## config.mk

```make
export PLATFORM = sky130hd
export DESIGN_NAME = tcp_hdr_parser_flat
export DESIGN_NICKNAME = d
export VERILOG_FILES = /design/src/rtl/tcp_hdr_parser_if.sv /design/src/rtl/tcp_hdr_parser.sv /design/src/flat_wrapper.sv
export SDC_FILE = /design/constraint.sdc
export NUM_CORES = 1
export LEC_CHECK = 0
export BUFFER_PORTS_ARGS = -buffer_cell sky130_fd_sc_hd__buf_4
export CORE_MARGIN = 3
export CORE_UTILIZATION = 49
export DETAILED_ROUTE_END_ITERATION = 10
export PLACE_DENSITY = 0.74
export SETUP_SLACK_MARGIN = 0.3
export SYNTH_ARGS = -nofsm -noshare
export SYNTH_HDL_FRONTEND = slang
export SYNTH_SLANG_ARGS = --single-unit
```

## constraint.sdc

```tcl
create_clock -name hp_clk -period 5.3 [get_ports hp_clk]
set_input_delay 1.59 -clock hp_clk [delete_from_list [all_inputs] [get_ports hp_clk]]
set_output_delay 1.59 -clock hp_clk [all_outputs]
set_load 0.03 [all_outputs]
```

## src/rtl/tcp_hdr_parser_if.sv

```systemverilog
// tcp_hdr_parser_if
//   Groups the byte-stream input, searcher request/response and result handshake of the
//   TCP header parser into one bundle.
//   master : parser side (drives hp_in_ready, hp_rq, tuple, id, result, drop counter)
//   slave  : environment side (drives stream bytes, searcher response, hp_res_ready)
interface tcp_hdr_parser_if;
   logic [7:0]  hp_in_data;
   logic        hp_in_valid;
   logic        hp_in_sof;
   logic        hp_in_eof;
   logic        hp_in_ready;
   logic [1:0]  hp_rq;
   logic [7:0]  hp_id_out;
   logic [23:0] hp_mac_src;
   logic [23:0] hp_mac_dst;
   logic [31:0] hp_ip_src;
   logic [31:0] hp_ip_dst;
   logic [15:0] hp_port_src;
   logic [15:0] hp_port_dst;
   logic        hp_rs_done;
   logic [7:0]  hp_rs_error;
   logic [7:0]  hp_rs_id;
   logic        hp_res_valid;
   logic        hp_res_ready;
   logic [7:0]  hp_res_id;
   logic [7:0]  hp_res_error;
   logic        hp_res_del;
   logic [15:0] hp_drop_cnt;

   modport master (
      input  hp_in_data, hp_in_valid, hp_in_sof, hp_in_eof,
      input  hp_rs_done, hp_rs_error, hp_rs_id, hp_res_ready,
      output hp_in_ready, hp_rq, hp_id_out, hp_mac_src, hp_mac_dst, hp_ip_src, hp_ip_dst,
      output hp_port_src, hp_port_dst, hp_res_valid, hp_res_id, hp_res_error, hp_res_del,
      output hp_drop_cnt
   );

   modport slave (
      output hp_in_data, hp_in_valid, hp_in_sof, hp_in_eof,
      output hp_rs_done, hp_rs_error, hp_rs_id, hp_res_ready,
      input  hp_in_ready, hp_rq, hp_id_out, hp_mac_src, hp_mac_dst, hp_ip_src, hp_ip_dst,
      input  hp_port_src, hp_port_dst, hp_res_valid, hp_res_id, hp_res_error, hp_res_del,
      input  hp_drop_cnt
   );
endinterface

```

## src/rtl/tcp_hdr_parser.sv

```systemverilog
// tcp_hdr_parser
//   Parses Ethernet/IPv4/TCP headers from a byte stream, presents the connection tuple to the
//   connection-table searcher, issues lookup (and delete for FIN/RST hits) requests and hands
//   the per-frame result downstream.
//   hp_clk  : clock
//   hp_rst  : synchronous active-high reset
//   bus     : stream input, searcher request/response, result handshake, drop counter
module tcp_hdr_parser #(
   parameter int unsigned SETUP_CYC   = 2,
   parameter int unsigned TIMEOUT_CYC = 255
) (
   input logic              hp_clk,
   input logic              hp_rst,
   tcp_hdr_parser_if.master bus
);

   localparam logic [15:0] SetupMax = 16'(SETUP_CYC - 1);
   localparam logic [15:0] TmrMax   = 16'(TIMEOUT_CYC - 1);

   typedef enum logic [3:0] {
      StIdle, StHdr, StSkip, StSkipOk, StSetup, StReq, StDsetup, StDreq, StResult
   } state_e;

   state_e      r_state, w_state_nxt;
   logic [6:0]  r_off, r_t, w_off;
   logic [15:0] r_tmr, r_drop;
   logic        r_done_q, r_finrst, r_res_del;
   logic [23:0] r_mac_src, r_mac_dst;
   logic [31:0] r_ip_src, r_ip_dst;
   logic [15:0] r_port_src, r_port_dst;
   logic [7:0]  r_res_id, r_res_error, r_id_out;

   logic w_ready, w_acc, w_eof, w_hdr_byte, w_chk_fail, w_hdr_last, w_done_rise;
   logic w_drop_inc, w_tmr_inc, w_latch_rs, w_set_del, w_timeout, w_clr_res;
   logic [7:0] w_d;

   assign w_d         = bus.hp_in_data;
   assign w_ready     = (r_state == StIdle) || (r_state == StHdr) ||
                        (r_state == StSkip) || (r_state == StSkipOk);
   assign w_acc       = bus.hp_in_valid && w_ready;
   assign w_eof       = w_acc && bus.hp_in_eof;
   // A sof byte always parses as offset 0, whichever stream state it arrives in.
   assign w_off       = bus.hp_in_sof ? 7'd0 : r_off;
   assign w_hdr_byte  = w_acc && ((r_state == StHdr) || bus.hp_in_sof);
   assign w_chk_fail  = w_hdr_byte && (((w_off == 7'd12) && (w_d != 8'h08)) ||
                                       ((w_off == 7'd13) && (w_d != 8'h00)) ||
                                       ((w_off == 7'd14) && ((w_d[7:4] != 4'h4) ||
                                                             (w_d[3:0] < 4'h5))) ||
                                       ((w_off == 7'd23) && (w_d != 8'h06)));
   // r_t is only valid once offset 14 has passed; the >=47 guard keeps stale values out.
   assign w_hdr_last  = w_hdr_byte && (w_off >= 7'd47) && (w_off == r_t + 7'd13);
   assign w_done_rise = bus.hp_rs_done && !r_done_q;

   always_comb begin
      w_state_nxt = r_state;
      w_drop_inc  = 1'b0;
      w_tmr_inc   = 1'b0;
      w_latch_rs  = 1'b0;
      w_set_del   = 1'b0;
      w_timeout   = 1'b0;
      w_clr_res   = 1'b0;
      case (r_state)
         StIdle, StHdr, StSkip, StSkipOk: begin
            if (w_hdr_byte) begin
               if ((r_state != StIdle) && bus.hp_in_sof) w_drop_inc = 1'b1;
               if (w_chk_fail) begin
                  w_drop_inc  = 1'b1;
                  w_state_nxt = w_eof ? StIdle : StSkip;
               end else if (w_hdr_last) begin
                  w_state_nxt = w_eof ? StSetup : StSkipOk;
               end else if (w_eof) begin
                  w_drop_inc  = 1'b1;
                  w_state_nxt = StIdle;
               end else begin
                  w_state_nxt = StHdr;
               end
            end else if (w_eof) begin
               if (r_state == StSkip)   w_state_nxt = StIdle;
               if (r_state == StSkipOk) w_state_nxt = StSetup;
            end
         end
         StSetup, StDsetup: begin
            if (r_tmr == SetupMax) begin
               w_state_nxt = (r_state == StSetup) ? StReq : StDreq;
               w_clr_res   = (r_state == StSetup);
            end else begin
               w_tmr_inc = 1'b1;
            end
         end
         StReq, StDreq: begin
            if (w_done_rise) begin
               if (r_state == StReq) begin
                  w_latch_rs  = 1'b1;
                  w_state_nxt = (r_finrst && (bus.hp_rs_error == 8'h01)) ? StDsetup : StResult;
               end else begin
                  w_set_del   = 1'b1;
                  w_state_nxt = StResult;
               end
            end else if (r_tmr == TmrMax) begin
               w_timeout   = 1'b1;
               w_state_nxt = StResult;
            end else begin
               w_tmr_inc = 1'b1;
            end
         end
         StResult: if (bus.hp_res_ready) w_state_nxt = StIdle;
         default:  w_state_nxt = StIdle;
      endcase
   end

   always_ff @(posedge hp_clk) begin
      if (hp_rst) begin
         r_state     <= StIdle;
         r_off       <= '0;
         r_t         <= '0;
         r_tmr       <= '0;
         r_drop      <= '0;
         r_done_q    <= 1'b0;
         r_finrst    <= 1'b0;
         r_mac_src   <= '0;
         r_mac_dst   <= '0;
         r_ip_src    <= '0;
         r_ip_dst    <= '0;
         r_port_src  <= '0;
         r_port_dst  <= '0;
         r_res_id    <= '0;
         r_res_error <= '0;
         r_res_del   <= 1'b0;
         r_id_out    <= '0;
      end else begin
         r_state  <= w_state_nxt;
         r_done_q <= bus.hp_rs_done;
         r_tmr    <= w_tmr_inc ? r_tmr + 16'd1 : 16'd0;
         if (w_drop_inc && (r_drop != 16'hFFFF)) r_drop <= r_drop + 16'd1;
         if (w_hdr_byte) begin
            r_off <= w_off + 7'd1;
            case (w_off)
               7'd3:  r_mac_dst[23:16] <= w_d;
               7'd4:  r_mac_dst[15:8]  <= w_d;
               7'd5:  r_mac_dst[7:0]   <= w_d;
               7'd9:  r_mac_src[23:16] <= w_d;
               7'd10: r_mac_src[15:8]  <= w_d;
               7'd11: r_mac_src[7:0]   <= w_d;
               7'd14: r_t <= 7'd14 + {1'b0, w_d[3:0], 2'b00};
               7'd26: r_ip_src[31:24]  <= w_d;
               7'd27: r_ip_src[23:16]  <= w_d;
               7'd28: r_ip_src[15:8]   <= w_d;
               7'd29: r_ip_src[7:0]    <= w_d;
               7'd30: r_ip_dst[31:24]  <= w_d;
               7'd31: r_ip_dst[23:16]  <= w_d;
               7'd32: r_ip_dst[15:8]   <= w_d;
               7'd33: r_ip_dst[7:0]    <= w_d;
               default: ;
            endcase
            if (w_off >= 7'd34) begin
               if (w_off == r_t)          r_port_src[15:8] <= w_d;
               if (w_off == r_t + 7'd1)   r_port_src[7:0]  <= w_d;
               if (w_off == r_t + 7'd2)   r_port_dst[15:8] <= w_d;
               if (w_off == r_t + 7'd3)   r_port_dst[7:0]  <= w_d;
            end
            if (w_hdr_last) r_finrst <= w_d[0] | w_d[2];
         end
         if (w_clr_res) begin
            r_res_id    <= '0;
            r_res_error <= '0;
            r_res_del   <= 1'b0;
         end
         if (w_latch_rs) begin
            r_res_id    <= bus.hp_rs_id;
            r_res_error <= bus.hp_rs_error;
            r_id_out    <= bus.hp_rs_id;
         end
         if (w_timeout) r_res_error <= 8'hFF;
         if (w_set_del) r_res_del   <= 1'b1;
      end
   end

   assign bus.hp_in_ready  = w_ready;
   assign bus.hp_rq        = (r_state == StReq)  ? 2'b01 :
                             (r_state == StDreq) ? 2'b10 : 2'b00;
   assign bus.hp_id_out    = r_id_out;
   assign bus.hp_mac_src   = r_mac_src;
   assign bus.hp_mac_dst   = r_mac_dst;
   assign bus.hp_ip_src    = r_ip_src;
   assign bus.hp_ip_dst    = r_ip_dst;
   assign bus.hp_port_src  = r_port_src;
   assign bus.hp_port_dst  = r_port_dst;
   assign bus.hp_res_valid = (r_state == StResult);
   assign bus.hp_res_id    = r_res_id;
   assign bus.hp_res_error = r_res_error;
   assign bus.hp_res_del   = r_res_del;
   assign bus.hp_drop_cnt  = r_drop;

endmodule

```

## src/flat_wrapper.sv

```systemverilog
// flat-port wrapper written by rule: the top's interface ports become plain ports
module tcp_hdr_parser_flat 
#(
   parameter int unsigned SETUP_CYC   = 2,
   parameter int unsigned TIMEOUT_CYC = 255
)
  (hp_clk, hp_rst, bus_hp_in_data, bus_hp_in_valid, bus_hp_in_sof, bus_hp_in_eof, bus_hp_rs_done, bus_hp_rs_error, bus_hp_rs_id, bus_hp_res_ready, bus_hp_in_ready, bus_hp_rq, bus_hp_id_out, bus_hp_mac_src, bus_hp_mac_dst, bus_hp_ip_src, bus_hp_ip_dst, bus_hp_port_src, bus_hp_port_dst, bus_hp_res_valid, bus_hp_res_id, bus_hp_res_error, bus_hp_res_del, bus_hp_drop_cnt);
  tcp_hdr_parser_if bus_i ();
  input logic hp_clk;
  input logic hp_rst;
  input wire logic [$bits(bus_i.hp_in_data)-1:0] bus_hp_in_data;
  input wire logic [$bits(bus_i.hp_in_valid)-1:0] bus_hp_in_valid;
  input wire logic [$bits(bus_i.hp_in_sof)-1:0] bus_hp_in_sof;
  input wire logic [$bits(bus_i.hp_in_eof)-1:0] bus_hp_in_eof;
  input wire logic [$bits(bus_i.hp_rs_done)-1:0] bus_hp_rs_done;
  input wire logic [$bits(bus_i.hp_rs_error)-1:0] bus_hp_rs_error;
  input wire logic [$bits(bus_i.hp_rs_id)-1:0] bus_hp_rs_id;
  input wire logic [$bits(bus_i.hp_res_ready)-1:0] bus_hp_res_ready;
  output wire logic [$bits(bus_i.hp_in_ready)-1:0] bus_hp_in_ready;
  output wire logic [$bits(bus_i.hp_rq)-1:0] bus_hp_rq;
  output wire logic [$bits(bus_i.hp_id_out)-1:0] bus_hp_id_out;
  output wire logic [$bits(bus_i.hp_mac_src)-1:0] bus_hp_mac_src;
  output wire logic [$bits(bus_i.hp_mac_dst)-1:0] bus_hp_mac_dst;
  output wire logic [$bits(bus_i.hp_ip_src)-1:0] bus_hp_ip_src;
  output wire logic [$bits(bus_i.hp_ip_dst)-1:0] bus_hp_ip_dst;
  output wire logic [$bits(bus_i.hp_port_src)-1:0] bus_hp_port_src;
  output wire logic [$bits(bus_i.hp_port_dst)-1:0] bus_hp_port_dst;
  output wire logic [$bits(bus_i.hp_res_valid)-1:0] bus_hp_res_valid;
  output wire logic [$bits(bus_i.hp_res_id)-1:0] bus_hp_res_id;
  output wire logic [$bits(bus_i.hp_res_error)-1:0] bus_hp_res_error;
  output wire logic [$bits(bus_i.hp_res_del)-1:0] bus_hp_res_del;
  output wire logic [$bits(bus_i.hp_drop_cnt)-1:0] bus_hp_drop_cnt;
  assign bus_i.hp_in_data = bus_hp_in_data;
  assign bus_i.hp_in_valid = bus_hp_in_valid;
  assign bus_i.hp_in_sof = bus_hp_in_sof;
  assign bus_i.hp_in_eof = bus_hp_in_eof;
  assign bus_i.hp_rs_done = bus_hp_rs_done;
  assign bus_i.hp_rs_error = bus_hp_rs_error;
  assign bus_i.hp_rs_id = bus_hp_rs_id;
  assign bus_i.hp_res_ready = bus_hp_res_ready;
  assign bus_hp_in_ready = bus_i.hp_in_ready;
  assign bus_hp_rq = bus_i.hp_rq;
  assign bus_hp_id_out = bus_i.hp_id_out;
  assign bus_hp_mac_src = bus_i.hp_mac_src;
  assign bus_hp_mac_dst = bus_i.hp_mac_dst;
  assign bus_hp_ip_src = bus_i.hp_ip_src;
  assign bus_hp_ip_dst = bus_i.hp_ip_dst;
  assign bus_hp_port_src = bus_i.hp_port_src;
  assign bus_hp_port_dst = bus_i.hp_port_dst;
  assign bus_hp_res_valid = bus_i.hp_res_valid;
  assign bus_hp_res_id = bus_i.hp_res_id;
  assign bus_hp_res_error = bus_i.hp_res_error;
  assign bus_hp_res_del = bus_i.hp_res_del;
  assign bus_hp_drop_cnt = bus_i.hp_drop_cnt;
  tcp_hdr_parser #(.SETUP_CYC(SETUP_CYC), .TIMEOUT_CYC(TIMEOUT_CYC)) u_core (.hp_clk(hp_clk), .hp_rst(hp_rst), .bus(bus_i));
endmodule
```

# --- Word-level counts from Yosys, hierarchy flattened ---
# Index checks and enable logic that the tools add are counted.
word_totals:
  input_bits: 31
  ff_bits: 221
  out_inout_bits: 189
  wordCells: 186
classes:
  reduce_logical: 54
  eq_ne: 43
  n_lt_le_gt_ge: 3
  n_addsub: 8
  mux: 47
  bitwise_logic: 2
ops:
  columns: ["cell", "count"]
  rows:
  - ["$eq 7x5->1 const B", 7]
  - ["$mux 4", 12]
  - ["$eq 7x4->1 const B", 6]
  - ["$eq 7x7->1", 5]
  - ["$add 16x1->16 const B", 2]
  - ["$mux 8", 4]
  - ["$reduce_and 2->1", 16]
  - ["$mux 1", 23]
  - ["$eq 16x1->1 const B", 1]
  - ["$eq 16x8->1 const B", 1]
  - ["$eq 4x3->1 const B", 4]
  - ["$ne 16x16->1 const B", 1]
  - ["$pmux 4 s4", 1]
  - ["$add 7x1->7 const B", 2]
  - ["$add 7x2->7 const B", 2]
  - ["$eq 7x3->1 const B", 2]
  - ["$eq 7x6->1 const B", 2]
  - ["$ge 7x6->1 const B", 2]
  - ["$logic_and 1x1->1", 14]
  - ["$reduce_and 3->1", 4]
  - ["$eq 4x2->1 const B", 2]
  - ["$eq 8x1->1 const B", 1]
  - ["$logic_or 1x1->1", 8]
  - ["$mux 2", 4]
  - ["other kinds (27)", 31]

# --- Longest topological paths before layout ---
# Gate-level depths: netlist of run 1.
depth:
  word_depth: 13
  depth_mapped: 11
  depth_no_buf: 9

# --- Worst setup path before layout of run 1 ---
# No wires, ideal clock.
synth_timing:
  kind: "input port to flip-flop"
  start: "input port bus_hp_in_data[0]"
  end: "register u_core.r_drop[5], in the netlist u_core.bus.hp_drop_cnt[5]"
  setup_slack_ns: 1.636
  t_arrival_ns: 3.543
  t_required_ns: 5.179
  n_path_buf: 2
  stages: 11
  setup_time_ns: 0.121
  cell_sequence: "clkbuf_1 inv_1 ha_1 nor2b_1 o211ai_1 nand3_1 a31o_4 o211a_4 buf_12 nor4b_2 mux2_4"
synth_between:
  elab_chain_cells: 10
  word_cells_on_any_way: 17
  cone_classes: "order compare (1); eq/ne (2); mux (3); reduce/logical (11)"
synth_lines:
  columns: ["item", "line_no", "text"]
  rows:
  - ["start, declared", "flat_wrapper.sv:11", "input wire logic [$bits(bus_i.hp_in_data)-1:0] bus_hp_in_data;"]
  - ["$lt 4x3->1, or another cell as far along", "tcp_hdr_parser.sv:48", "(w_d[3:0] < 4'h5))) ||"]
  - ["$logic_or 1x1->1, or another cell as far along", "tcp_hdr_parser.sv:47", "((w_off == 7'd14) && ((w_d[7:4] != 4'h4) ||"]
  - ["$logic_and 1x1->1 or $logic_or 1x1->1 (tied branches)", "tcp_hdr_parser.sv:47, tcp_hdr_parser.sv:45", null]
  - ["$logic_or 1x1->1", "tcp_hdr_parser.sv:46", "((w_off == 7'd13) && (w_d != 8'h00)) ||"]
  - ["$logic_or 1x1->1 (*)", "tcp_hdr_parser.sv:48", null]
  - ["$logic_and 1x1->1 (*)", "tcp_hdr_parser.sv:45", "assign w_chk_fail = w_hdr_byte && (((w_off == 7'd12) && (w_d != 8'h08)) ||"]
  - ["$mux 1 (*)", "tcp_hdr_parser.sv:66", "if (w_chk_fail) begin"]
  - ["$mux 1 (*)", "tcp_hdr_parser.sv:64", "if (w_hdr_byte) begin"]
  - ["$mux 1 (*)", "tcp_hdr_parser.sv:62", "case (r_state)"]
  - ["$logic_and 1x1->1 (*)", "tcp_hdr_parser.sv:134", "if (w_drop_inc && (r_drop != 16'hFFFF)) r_drop <= r_drop + 16'd1;"]
  - ["end signal, assigned", "tcp_hdr_parser.sv:134", null]
  - ["end, declared", "tcp_hdr_parser.sv:26", "logic [15:0] r_tmr, r_drop;"]
# Every way passes the cells marked *; elsewhere a longest branch is shown, timed or not.
# A chain may end at the register's enable or synchronous reset.

# --- Final worst setup path of run 1 ---
layout_timing:
  start: "input port bus_hp_in_sof"
  end: "register u_core.r_drop[11], in the netlist u_core.bus.hp_drop_cnt[11]"
layout_between:
  elab_chain_cells: 11
  word_cells_on_any_way: 27
  cone_classes: "order compare (1); eq/ne (5); mux (7); reduce/logical (14)"
layout_lines:
  columns: ["item", "line_no", "text"]
  rows:
  - ["start, declared", "flat_wrapper.sv:13", "input wire logic [$bits(bus_i.hp_in_sof)-1:0] bus_hp_in_sof;"]
  - ["branches (longest 8 deep; another with $ge 7x6->1)", null, null]
  - ["$mux 1 (*)", "tcp_hdr_parser.sv:64", null]
  - ["$mux 1 (*)", "tcp_hdr_parser.sv:62", null]
  - ["$logic_and 1x1->1 (*)", "tcp_hdr_parser.sv:134", null]
# Every way passes the cells marked *.

==> metrics list, run 1 <==
* Status: finished, final reports clean
* Endpoint of the worst-slack reg-to-reg timing path: u_core.bus.hp_drop_cnt[11]$_SDFFE_PP0P_
- The number of antenna diodes in the final layout is 0.
* Slew Limit Headroom: 0.276
* Category of the critical setup timing path: in -> reg
- Mean Syn Cell Area: 8.76 um^2
* Startpoint of the lowest-slack register-to-register path: u_core.r_off[1]$_SDFFE_PP0P_
- Worst Reg-to-Reg Cells: 7
* Final number of max-transition violations: 0
- The tool flagged a number of max-cap violations equal to 0.
- Count of input and output buffers: 219
- CTS tree: yes
- Grouping stages by cell kind, the critical path spends the most delay in compound AO/OA/AOI/OAI gates.
* Share of synthesized flip-flops with an asynchronous set or reset: 0
- Mapped Nets: 1140
- Post-route setup slack: 1650 ps
- Pin placement for this block handled 220 I/O pins.
* Clk buf depth: 3
* Number of vias per cell after detailed routing: 5.43
- Number of stages on the worst hold path: 2
- Met3 Resource Use GR: 0.0705
- Cell at the slowest stage of the critical path: sky130_fd_sc_hd__a2111oi_4
* Most common library cell in the layout ignoring fill and taps: sky130_fd_sc_hd__buf_4
- After routing, the total negative slack on setup checks comes to 0 ps.
* Worst hold path startpoint: u_core.bus.hp_ip_dst[30]$_SDFFE_PP0P_
- The worst setup path is captured at a flip-flop.
- Startpoint types: input pin
* Clock-pin slew on the worst setup and hold paths: 60 ps
- HP Class: reg -> reg
- The final count of hold timing violations came to 0.
* Pre-CTS setup slack: 1180 ps
* Maximum number of pins on one net before global-route repair: 126
- Measured along the x axis, the die boundary spans 146 um.
- For this block, the routed nets add up to 26.5 mm of wire.
- STA puts the critical path data arrival time at 4040 ps.
* Hold Path End: u_core.bus.hp_ip_dst[30]$_SDFFE_PP0P_
- The initialized floorplan defines 50 standard-cell rows.
- Antenna violations before repair: 0
- Setup repair after global routing missed its margin: no
* Min cycle time layout: 3650 ps
- Number of global-route vias before repair: 8067
- Dividing the detail-routed wire length by the instance count gives 17.2 um.
- Starting utilization of the core area: 0.506
- Worst Path Required: 5700 ps
- R2R Setup Slk: 2020 ps
- Dividing the final minimum period by the clock period gives 0.688.
* Synthesized instance count: 1099
* Core outline area: 0.0190 mm^2
- In this run the remaining antenna-violating nets after routing total 0.
- The die covers 0.0214 mm^2.
* DRT iter0 DRCs: 459
- At the later pin of the worst-skew pair, clock insertion delay measures 530 ps.
- Of the cells placed in the final design, the portion with a size suffix greater than 1 is 0.239.
- In this run the worst path has a maximum fanout of 29.
* Sequential area share after synthesis: 0.458
- Die extent in y: 146 um
- Dpl hpwl: 17.6 mm
- Leftover overflow at the end of global routing: 0
- Yosys mapped a number of flops with a built-in enable equal to 0.
* Number of failing setup endpoints in the final timing report: 0
* Commonest cells after routing, fill and taps aside: sky130_fd_sc_hd__buf_4, sky130_fd_sc_hd__dfxtp_1, sky130_fd_sc_hd__nor2_1
- Counting every sink on the clock net gives 220.
* Overall routing resource usage: 0.239
* Count of hold-fix buffers inserted at cts: 0
- The number of gates resized after CTS was 0.
- Routing layer with the top usage in global route: met2
- Growth of design area from synthesis to finish: 25.6%
- The critical path starts at bus_hp_in_sof.
- The most used flip-flop cell after synthesis is sky130_fd_sc_hd__dfxtp_1.
* Wire length of the first global-routing pass: 42.9 mm
* Largest voltage drop on the vdd net: 0.267 mV
- Summed over all cells, the static leakage comes to 4.72 nW.
- Yosys printed 0 warnings.
- CTS placed an instance of sky130_fd_sc_hd__clkbuf_16 at the clock tree root.
* Synthesis-stage register bit count: 220
- The largest single stage delay on the critical path is 450 ps.
- Final GP Congestion: 0.843
- Buffers inserted by post-CTS timing repair: 0
* Level count of the clock H-tree: 1
* CP bufs+invs: 1
- Via Count: 8383
- For this run, the detailed router's first-pass iteration total came to 7.
- At the pin with the least slew margin, the transition time is 1080 ps.
- For this run, design rule violations remaining after detail routing come to 0.
* Number of different library cells in the post-synthesis netlist: 70
* List of cells traversed by the critical path: buf_4 -> nand3b_1 -> o31ai_1 -> nand4_1 -> a2111oi_4 -> o211a_4 -> nor4_2 -> mux2_4
- Fmax: 0.274 GHz
- Total number of nets in the final design: 1309
- Met2 track utilization from global routing: 0.395
* Met1 usage in global routing: 0.310
* Cell area after technology mapping: 0.00962 mm^2
* Clk_skew: 28.5 ps
- Dividing total power by cell area gives a power density of 292 mW/mm^2.
* Number of CTS-inserted buffers: 24
## worst reg2reg max path, stage by stage, from the launching register on
cell and delay [ps]:
sky130_fd_sc_hd__dfxtp_1 830, sky130_fd_sc_hd__nand3b_1 510, sky130_fd_sc_hd__o31ai_1 330, sky130_fd_sc_hd__nand4_1 180
sky130_fd_sc_hd__a2111oi_4 450, sky130_fd_sc_hd__o211a_4 420, sky130_fd_sc_hd__nor4_2 110, sky130_fd_sc_hd__mux2_4 320
## where the power goes
group | internal (W) | leakage, nW | switching, W | total, W
Sequential | 0.00165 | 1.77 | 0.00000332 | 0.00166
Combinational | 0.0000321 | 2.55 | 0.0000857 | 0.000118
Clock | 0.00107 | 0.401 | 0.000685 | 0.00176
## flip-flops by register name, summed over array words and instances (netlist names), 4 cells and up
register,count
u_core.bus.hp_ip_src,32
u_core.bus.hp_port_src,16
u_core.bus.hp_id_out,8
u_core.bus.hp_drop_cnt,16
u_core.bus.hp_port_dst,16
u_core.r_state,4
u_core.bus.hp_mac_dst,24
u_core.r_tmr,16
u_core.bus.hp_res_id,8
u_core.bus.hp_mac_src,24
u_core.r_off,7
u_core.bus.hp_ip_dst,32
u_core.bus.hp_res_error,8
u_core.r_t,6
## through the flow
stage | util | power (W) | hold slack (ps) | instances | cell area [um^2]
floorplan | - | 0.00177 | 433 | 1099 | 9620
global placement | 0.592 | 0.00181 | 440 | 1502 | 11200
detailed placement | 0.592 | 0.00181 | 447 | 1502 | 11200
CTS | 0.635 | 0.00357 | 454 | 1544 | 12100
global route | 0.635 | 0.00364 | 468 | 1544 | 12100
finish | 0.635 | 0.00353 | 453 | 1544 | 12100
## final cells by class
cell class	count	area, um^2
fillers	1674	6930
multi-input cells	787	4790
flip-flops and latches	220	4400
repair buffers	224	1690
clock buffers	30	653
well taps	260	325
clock inverters	12	183
inverters	11	41.3
## logic make-up after synthesis
| group | Yosys count | share of synthesized area |
|---|---|---|
| and+or+nand+nor | 475 | 0.241 |
| DFF | 220 | 0.458 |
| AOI/OAI and AO/OA | 174 | 0.108 |
| muxes | 100 | 0.109 |
| buffers and inverters | 92 | 0.0449 |
| xor gates and xnor gates | 28 | 0.0270 |
| adders and majority gates | 10 | 0.0130 |
## worst max path at each step
stage,end,slack (ps),cells past startpoint
floorplan,u_core.bus.hp_drop_cnt[5]$_SDFFE_PP0P_,1640,11
global placement,u_core.bus.hp_drop_cnt[11]$_SDFFE_PP0P_,1220,8
detailed placement,u_core.bus.hp_drop_cnt[13]$_SDFFE_PP0P_,1180,8
CTS,u_core.bus.hp_drop_cnt[13]$_SDFFE_PP0P_,1700,8
global route,u_core.bus.hp_drop_cnt[13]$_SDFFE_PP0P_,1550,8
finish,u_core.bus.hp_drop_cnt[11]$_SDFFE_PP0P_,1650,8
## per-layer routing
| metal | vias up | routed length (um) | part of all wire |
|---|---|---|---|
| met2 | 285 | 12400 | 0.47 |
| met4 | 0 | 488 | 0.018 |
| met5 | - | 0 | 0 |
| li1 | 4084 | - | - |
| met1 | 3973 | 11200 | 0.42 |
| met3 | 41 | 2380 | 0.090 |
## Yosys cell counts, drive strengths merged (8+ instances only)
cell | n | area [um^2]
dfxtp | 220 | 4400
nor2 | 179 | 682
nand2 | 130 | 490
a21oi | 92 | 460
mux2i | 90 | 901
clkbuf | 61 | 229
o21ai | 38 | 194
nand3 | 34 | 170
nor3 | 29 | 209
nor2b | 21 | 131
buf | 20 | 161
xor2 | 17 | 149
nand4 | 13 | 81.3
nand2b | 12 | 82.6
inv | 11 | 41.3
xnor2 | 11 | 111
ha | 10 | 125
mux2 | 10 | 150
a31oi | 9 | 56.3
or3 | 8 | 50.1
Power figures use the tool's default switching activity.
==> run 2: changes to the inputs <==
--- a/config.mk
+++ b/config.mk
@@ -5,6 +5,7 @@
 export SDC_FILE = /design/constraint.sdc
 export NUM_CORES = 1
 export LEC_CHECK = 0
+export ABC_AREA = 1
 export BUFFER_PORTS_ARGS = -buffer_cell sky130_fd_sc_hd__buf_4
 export CORE_MARGIN = 3
 export CORE_UTILIZATION = 49
==> constraint.sdc (replaced) <==
create_clock -name hp_clk -period 3.5 [get_ports hp_clk]
set_input_delay 1.05 -clock hp_clk [delete_from_list [all_inputs] [get_ports hp_clk]]
set_output_delay 1.05 -clock hp_clk [all_outputs]
set_load 0.03 [all_outputs]
==> metrics list, run 2 <==
* Category of the critical setup timing path: in -> reg
- The first global-routing pass estimated 43.0 mm of wire.
- Final worst path period share: 0.815
* Slew Limit Headroom: 0.554
* Synthesized instance count: 1252
* Xor/xnor cell area share of the yosys netlist: 0.0277
* Worst hold path startpoint: u_core.bus.hp_mac_dst[18]$_SDFFE_PP0P_
- Synthesis produced a netlist with a net count of 1293.
* HP Class: reg -> reg
- The final count of hold timing violations came to 0.
* I/O pin cnt: 220
- Startpoint of the lowest-slack register-to-register path: u_core.r_off[0]$_SDFFE_PP0P_
* DRT antenna net count: 0
* Number of CTS-inserted buffers: 23
- Of the total power, registers draw 0.480.
* Commonest cells after routing, fill and taps aside: sky130_fd_sc_hd__buf_4, sky130_fd_sc_hd__dfxtp_1, sky130_fd_sc_hd__nand2_1
- For this run, the detailed router's first-pass iteration total came to 6.
* Routed WL per cell: 15.6 um
- Number of diodes added for antenna fixing: 0
* Status: finished, final reports clean
* Synthesis-stage register bit count: 220
- For the pin with the worst max-slew slack, the measured transition is 668 ps.
- Simple-gate share of the synthesized area: 0.238
* Final cell utilization of the core: 0.641
- The analysis attributes to net switching a power of 0.00116 W.
* Share of synthesized flip-flops with an asynchronous set or reset: 0
* Most common library cell in the layout ignoring fill and taps: sky130_fd_sc_hd__buf_4
- STA classifies the critical path startpoint as an input pin.
- Count of instances resized after the clock tree is built: 0
- The final number of max-transition violations came to 0.
- Of the post-synthesis cell area, the dominant cell type holds 0.466.
- The number of antenna violations at the first check in global routing is 0.
* Power per standard cell area: 434 mW/mm^2
- Die extent in y: 145 um
* Top cells by area in the synthesized netlist: sky130_fd_sc_hd__dfxtp_1, sky130_fd_sc_hd__nand2_1, sky130_fd_sc_hd__a21oi_1, sky130_fd_sc_hd__nor2_1, sky130_fd_sc_hd__o21ai_0
- TritonCTS built the clock tree.
- Cell accounting for the most synthesized area: sky130_fd_sc_hd__dfxtp_1
- Summing over every cut layer, the via total after detailed routing is 9076.
- Fraction of final layout cells sized beyond drive strength 1: 0.214
- At the worst endpoint, the required time is 3870 ps.
- The share of total power dissipated in the clock network is 0.478.
- The number of global-route vias before repair is 8339.
- The synthesized design contains 0 enable-type register cells.
* Total internal power: 0.00408 W
- Counting along the longest clock path gives a buffer depth of 3.
- Of the total synthesized cell area, the portion taken by full adders, half adders and majority gates is 0.0133.
* Max-cap viol count: 0
- In this run the tool buffered the top-level ports with 219 buffer cells.
* Fmax: 0.351 GHz
* Buffers inserted by post-CTS timing repair: 0
- Clock latency on the worst-skew pair, taken at its later pin, is 510 ps.
- The critical path goes through buf_4 -> inv_2 -> nand3_1 -> nor2_1 -> nand3_1 -> nand2_1 -> nand2_1 -> nand2_1 -> nor2_1 -> nand2_4 -> nand3_2 -> nand2_1 -> a21oi_1.
- For this design the static power due to leakage is 5.20 nW.
- Number of cell rows: 50
- DRC violation count after routing: 0
* Multiplexer share of the synthesized area: 0
* Critical path data arrival time: 3220 ps
- Number of failing setup endpoints in the final timing report: 0
- Core outline area: 0.0188 mm^2
- The complex-gate fraction of the synthesized area was 0.172.
- Part of the power in combinational logic: 0.042
- Setup repair after global routing missed its margin: no
* Die area: 0.0210 mm^2
- Leftover overflow at the end of global routing: 0
* First element of the critical path: bus_hp_in_sof
* Sw frac: 0.221
- Starting utilization of the core area: 0.501
* Largest voltage drop on the vdd net: 0.359 mV
- Cell at the slowest stage of the critical path: sky130_fd_sc_hd__inv_2
- Post-detailed-routing wire length: 26.9 mm
* Min cycle time layout: 2850 ps
- Most numerous cell types in the synthesized netlist: sky130_fd_sc_hd__dfxtp_1, sky130_fd_sc_hd__nand2_1, sky130_fd_sc_hd__nor2_1, sky130_fd_sc_hd__a21oi_1, sky130_fd_sc_hd__inv_1
- Counting both buffers and inverters, the worst setup path holds a total of 2.
* Commonest register cell after synthesis: sky130_fd_sc_hd__dfxtp_1
- For this run, the post-layout net count is 1495.
- The Yosys step of the flow raised 0 warnings.
* Sink Count: 220
- Mean Syn Cell Area: 7.54 um^2
- Critical Path Sink Type: flip-flop
- Maximum fanout along the worst path: 21
- Power comes to 0.00524 W.
- The synthesized netlist occupies a cell area of 0.00944 mm^2.
- Chip Width: 145 um
* Delay contributed by the slowest stage of the critical path: 310 ps
- Final GP Congestion: 0.955
* Growth of design area from synthesis to finish: 27.8%
- Hold is met by 446 ps.
- Maximum number of pins on one net before global-route repair: 80
- The filler cells instantiated in the layout total 1698.
- Hold repair after CTS inserted 0 buffers.
- Post-route setup slack: 648 ps
- Clock-pin slew was measured on the worst setup and hold paths at 60 ps.
- Among cell families on the critical path, the largest total delay comes from simple AND/OR/NAND/NOR gates.
- The root buffer cell chosen for the clock tree is sky130_fd_sc_hd__clkbuf_16.
* Overall routing resource usage: 0.251
- After synthesis, the largest family of logic cells by area is simple AND/OR/NAND/NOR gates.
- Dpl hpwl: 18.7 mm
* Number of vias per cell after detailed routing: 5.25
* Cell type with the highest occurrence count on the critical path: sky130_fd_sc_hd__nand2_1
- Footprint of the multi-input gates: 0.00425 mm^2
- DRT iter0 DRCs: 615
* Pre-CTS setup slack: 266 ps
- In the post-synthesis netlist, the cell with the most instances is sky130_fd_sc_hd__dfxtp_1.
* Sequential area share after synthesis: 0.466
* Number of different library cells in the post-synthesis netlist: 40
- Level count of the clock H-tree: 1
- Setup total negative slack on the finished layout was measured at 0 ps.
* Clk_skew: 13.7 ps
- Storage cell area: 0.00440 mm^2
run 2: cell count changes in the layout (fill, tap and decap cells not counted), moves of 27 or more:
cell and change:
sky130_fd_sc_hd__inv_1 +116, sky130_fd_sc_hd__mux2i_1 -90, sky130_fd_sc_hd__nand2_1 +85, sky130_fd_sc_hd__o21ai_0 +66, sky130_fd_sc_hd__a21oi_1 +48, sky130_fd_sc_hd__a211oi_1 +42, sky130_fd_sc_hd__nor2_1 -27
run 2: kinds of logic after synthesis:
group                    Yosys count
XOR/XNOR                          29
AND/OR/NAND/NOR                  499
flip-flops                       220
AO/OA/AOI/OAI                    297
buffers and inverters            197
adder cells (fa/ha/maj)           10
run 2: area by class of cell:
cell class | instances | area share
sequential | 220 | 0.365
multi-input combinational | 835 | 0.353
timing repair buffer | 242 | 0.151
clock buffer | 29 | 0.0529
inverter | 132 | 0.0411
tap | 260 | 0.0270
clock inverter | 10 | 0.0110
run 2: final timing paths:
| path | endpoint | slack [ps] | cells after the start |
|---|---|---|---|
| max | u_core.bus.hp_drop_cnt[4]$_SDFFE_PP0P_ | 650 | 13 |
| min | u_core.bus.hp_mac_dst[18]$_SDFFE_PP0P_ | 450 | 2 |
| max reg2reg | u_core.bus.hp_drop_cnt[4]$_SDFFE_PP0P_ | 1090 | 12 |
| min reg2reg | u_core.bus.hp_mac_dst[18]$_SDFFE_PP0P_ | 450 | 2 |
run 2: per-stage QoR:
stage | instances | area (um^2)
3_5_place_dp | 1689 | 11300
5_1_grt | 1728 | 12100
6_report | 1728 | 12100
2_1_floorplan | 1252 | 9440
3_3_place_gp | 1689 | 11300
4_1_cts | 1728 | 12100
run 2: routing by layer:
layer | part of all wire | global-route usage | vias to the layer above
met3 | 0.093 | 0.0690 | 60
met1 | 0.44 | 0.340 | 4123
li1 | - | - | 4551
met4 | 0.025 | 0.0746 | 0
met2 | 0.44 | 0.392 | 342
met5 | 0 | 0 | -
run 2: power groups by stage:
stage	Sequential (W)	Combinational, W	Clock, W
final	0.00252	0.000219	0.00250
after global routing	0.00252	0.000238	0.00264
after CTS	0.00252	0.000216	0.00254
after detailed placement	0.00257	0.000215	0
after global placement	0.00257	0.000215	0
after floorplan	0.00257	0.000122	0
run 2: worst reg2reg max path: stages, from the launching register on:
cell                      delay, ps
sky130_fd_sc_hd__dfxtp_1        430
sky130_fd_sc_hd__inv_1          150
sky130_fd_sc_hd__nor2_2         290
sky130_fd_sc_hd__inv_1          110
sky130_fd_sc_hd__nor2_1         230
sky130_fd_sc_hd__nand2_1        100
sky130_fd_sc_hd__nor2_1         100
sky130_fd_sc_hd__nand3_1        100
sky130_fd_sc_hd__nand2_1        120
sky130_fd_sc_hd__nand2_4        150
sky130_fd_sc_hd__nand3_2        280
sky130_fd_sc_hd__nand2_1        120
sky130_fd_sc_hd__a21oi_1        160
==> run 3: changes to the inputs <==
==> constraint.sdc (replaced) <==
create_clock -name hp_clk -period 2.95 [get_ports hp_clk]
set_input_delay 0.885 -clock hp_clk [delete_from_list [all_inputs] [get_ports hp_clk]]
set_output_delay 0.885 -clock hp_clk [all_outputs]
set_load 0.03 [all_outputs]
==> metrics list, run 3 (same netlist as run 2, synthesis figures left out) <==
* Dpl hpwl: 19.4 mm
- Number of global-route vias before repair: 8386
* Cell at the slowest stage of the critical path: sky130_fd_sc_hd__nand3_2
- Measured against its own limit, the worst slew margin works out to 0.395.
- For the worst setup path, the data arrival time is 2880 ps.
- In this run the remaining antenna-violating nets after routing total 0.
- Sw frac: 0.223
* Net switching power figure: 0.00136 W
* Clock-pin slew on the worst setup and hold paths: 60 ps
- Port buffering added 219 buffers.
- Final GP Congestion: 0.951
- Level count of the clock H-tree: 1
- Dividing total power by cell area gives a power density of 496 mW/mm^2.
- STA classifies the critical path endpoint as a flip-flop.
* Delay contributed by the slowest stage of the critical path: 290 ps
* HP Class: reg -> reg
- After detailed routing, the number of vias per cell comes to 5.22.
- Buffers inserted during clock tree synthesis total 23.
- Counting along the longest clock path gives a buffer depth of 3.
* Min cycle time layout: 2500 ps
- The worst-case IR drop observed on VDD is 0.416 mV.
- In the routed design, unresolved DRC markers number 0.
- Clk_skew: 18.7 ps
- Maximum fanout along the worst path: 19
- Of the available clock period, the critical path in the final layout requires 0.848.
* Die extent in y: 145 um
- Status: finished, final reports clean
- Leftover overflow at the end of global routing: 0
- Max-cap viol count: 0
- Via Count: 9139
- Growth of design area from synthesis to finish: 29.9%
* I/O pin cnt: 220
- The repair_antennas step left the layout with diodes totalling 0.
* Starting utilization of the core area: 0.501
* Number of cell rows: 50
* Number of failing setup endpoints in the final timing report: 0
* Leakage: 5.30 nW
* CTS tree: yes
- Overall routing resource usage: 0.251
* Sink Count: 220
- Final number of max-transition violations: 0
- The critical path goes through buf_4 -> clkinv_2 -> nand2_2 -> nand3_1 -> nor2_2 -> nand2_1 -> nand2_1 -> nor2_1 -> nand2_4 -> nand3_2 -> nand2_1 -> a21oi_1.
* Pre-antenna DRT Iters: 5
* Maximum number of pins on one net before global-route repair: 73
- For this run, the top clock speed supported by timing is 0.400 GHz.
* Wire length of the first global-routing pass: 43.1 mm
* Antenna violations before repair: 0
* Worst slew pin tran: 902 ps
- Category of the critical setup timing path: in -> reg
* Most common library cell in the layout ignoring fill and taps: sky130_fd_sc_hd__buf_4
- After routing, the total negative slack on setup checks comes to 0 ps.
- After floorplanning, the core was sized to cover 0.0188 mm^2.
- From left edge to right edge, the die measures 145 um.
* Total internal power: 0.00473 W
- Total power for the finished layout comes to 0.00608 W.
- The die covers 0.0210 mm^2.
- Insertion delay to the later sink of the worst-skew pair: 520 ps
- Fraction of final layout cells sized beyond drive strength 1: 0.226
* Total number of nets in the final design: 1517
* Root buf cell: sky130_fd_sc_hd__clkbuf_16
* Worst Path Required: 3320 ps
- The cell that appears most often on the critical path is sky130_fd_sc_hd__nand2_1.
* Setup repair after global routing missed its margin: yes
- Power share of the sequential group: 0.491
- The share of total power dissipated in the clock network is 0.463.
- The final count of hold timing violations came to 0.
- After the first detailed-routing iteration, the DRC count stood at 509.
- Post-detailed-routing wire length: 27.2 mm
- Dividing the detail-routed wire length by the instance count gives 15.6 um.
- Part of the power in combinational logic: 0.046
* Startpoint types: input pin
- Commonest cells after routing, fill and taps aside: sky130_fd_sc_hd__buf_4, sky130_fd_sc_hd__dfxtp_1, sky130_fd_sc_hd__nand2_1
==> run 3: final timing paths <==
path,end,slack (ps),from,cells past startpoint
worst max-delay path,u_core.bus.hp_drop_cnt[6]$_SDFFE_PP0P_,450,bus_hp_in_sof,12
worst min-delay path,u_core.bus.hp_mac_src[0]$_SDFFE_PP0P_,440,u_core.bus.hp_mac_src[0]$_SDFFE_PP0P_,2
worst max register to register,u_core.bus.hp_drop_cnt[2]$_SDFFE_PP0P_,590,u_core.bus.hp_drop_cnt[0]$_SDFFE_PP0P_,9
worst min register to register,u_core.bus.hp_mac_src[0]$_SDFFE_PP0P_,440,u_core.bus.hp_mac_src[0]$_SDFFE_PP0P_,2
==> run 3: power groups by stage <==
stage / sequential [W] / clock (W) / combinational (W)
after floorplan: 0.00305 / 0 / 0.000145
after global placement: 0.00305 / 0 / 0.000272
after detailed placement: 0.00305 / 0 / 0.000273
after CTS: 0.00299 / 0.00287 / 0.000275
after global routing: 0.00299 / 0.00298 / 0.000302
final: 0.00299 / 0.00282 / 0.000277
==> run 3: area by class of cell <==
cell class              count  area (um^2)
multi-input cells         835         4250
repair buffers            264         2040
well taps                 260          325
clock buffers              31          666
clock inverters             8         73.8
fillers                  1714         6570
flip-flops and latches    220         4400
inverters                 132          497
==> run 3: worst max-delay path: cells and delay by family <==
family	cells	cell delay (ps)
buf+inv	2	370
compound gates	1	70
simple gates	9	1530
==> run 3: repair_timing <==
action	in CTS	in global routing
hold buffers	0	0
setup buffers	0	0
gates resized for setup	0	1
endpoints found under the hold margin	0	0
setup endpoints to repair	0	1
==> run 3: routing by layer <==
layer / wire length [um] / global-route usage
met5: 0 / 0
met1: 12300 / 0.344
met3: 2280 / 0.0707
met2: 12100 / 0.391
met4: 607 / 0.0663
==> run 3: through the flow <==
step                cells  hold WS (ps)   util  area, um^2  setup slack [ps]
floorplan            1252           445      -        9440               334
global placement     1711           432  0.612       11500              95.9
detailed placement   1711           437  0.612       11500              8.35
CTS                  1750           446  0.651       12300               500
global route         1750           463  0.651       12300               298
finish               1750           443  0.651       12300               447
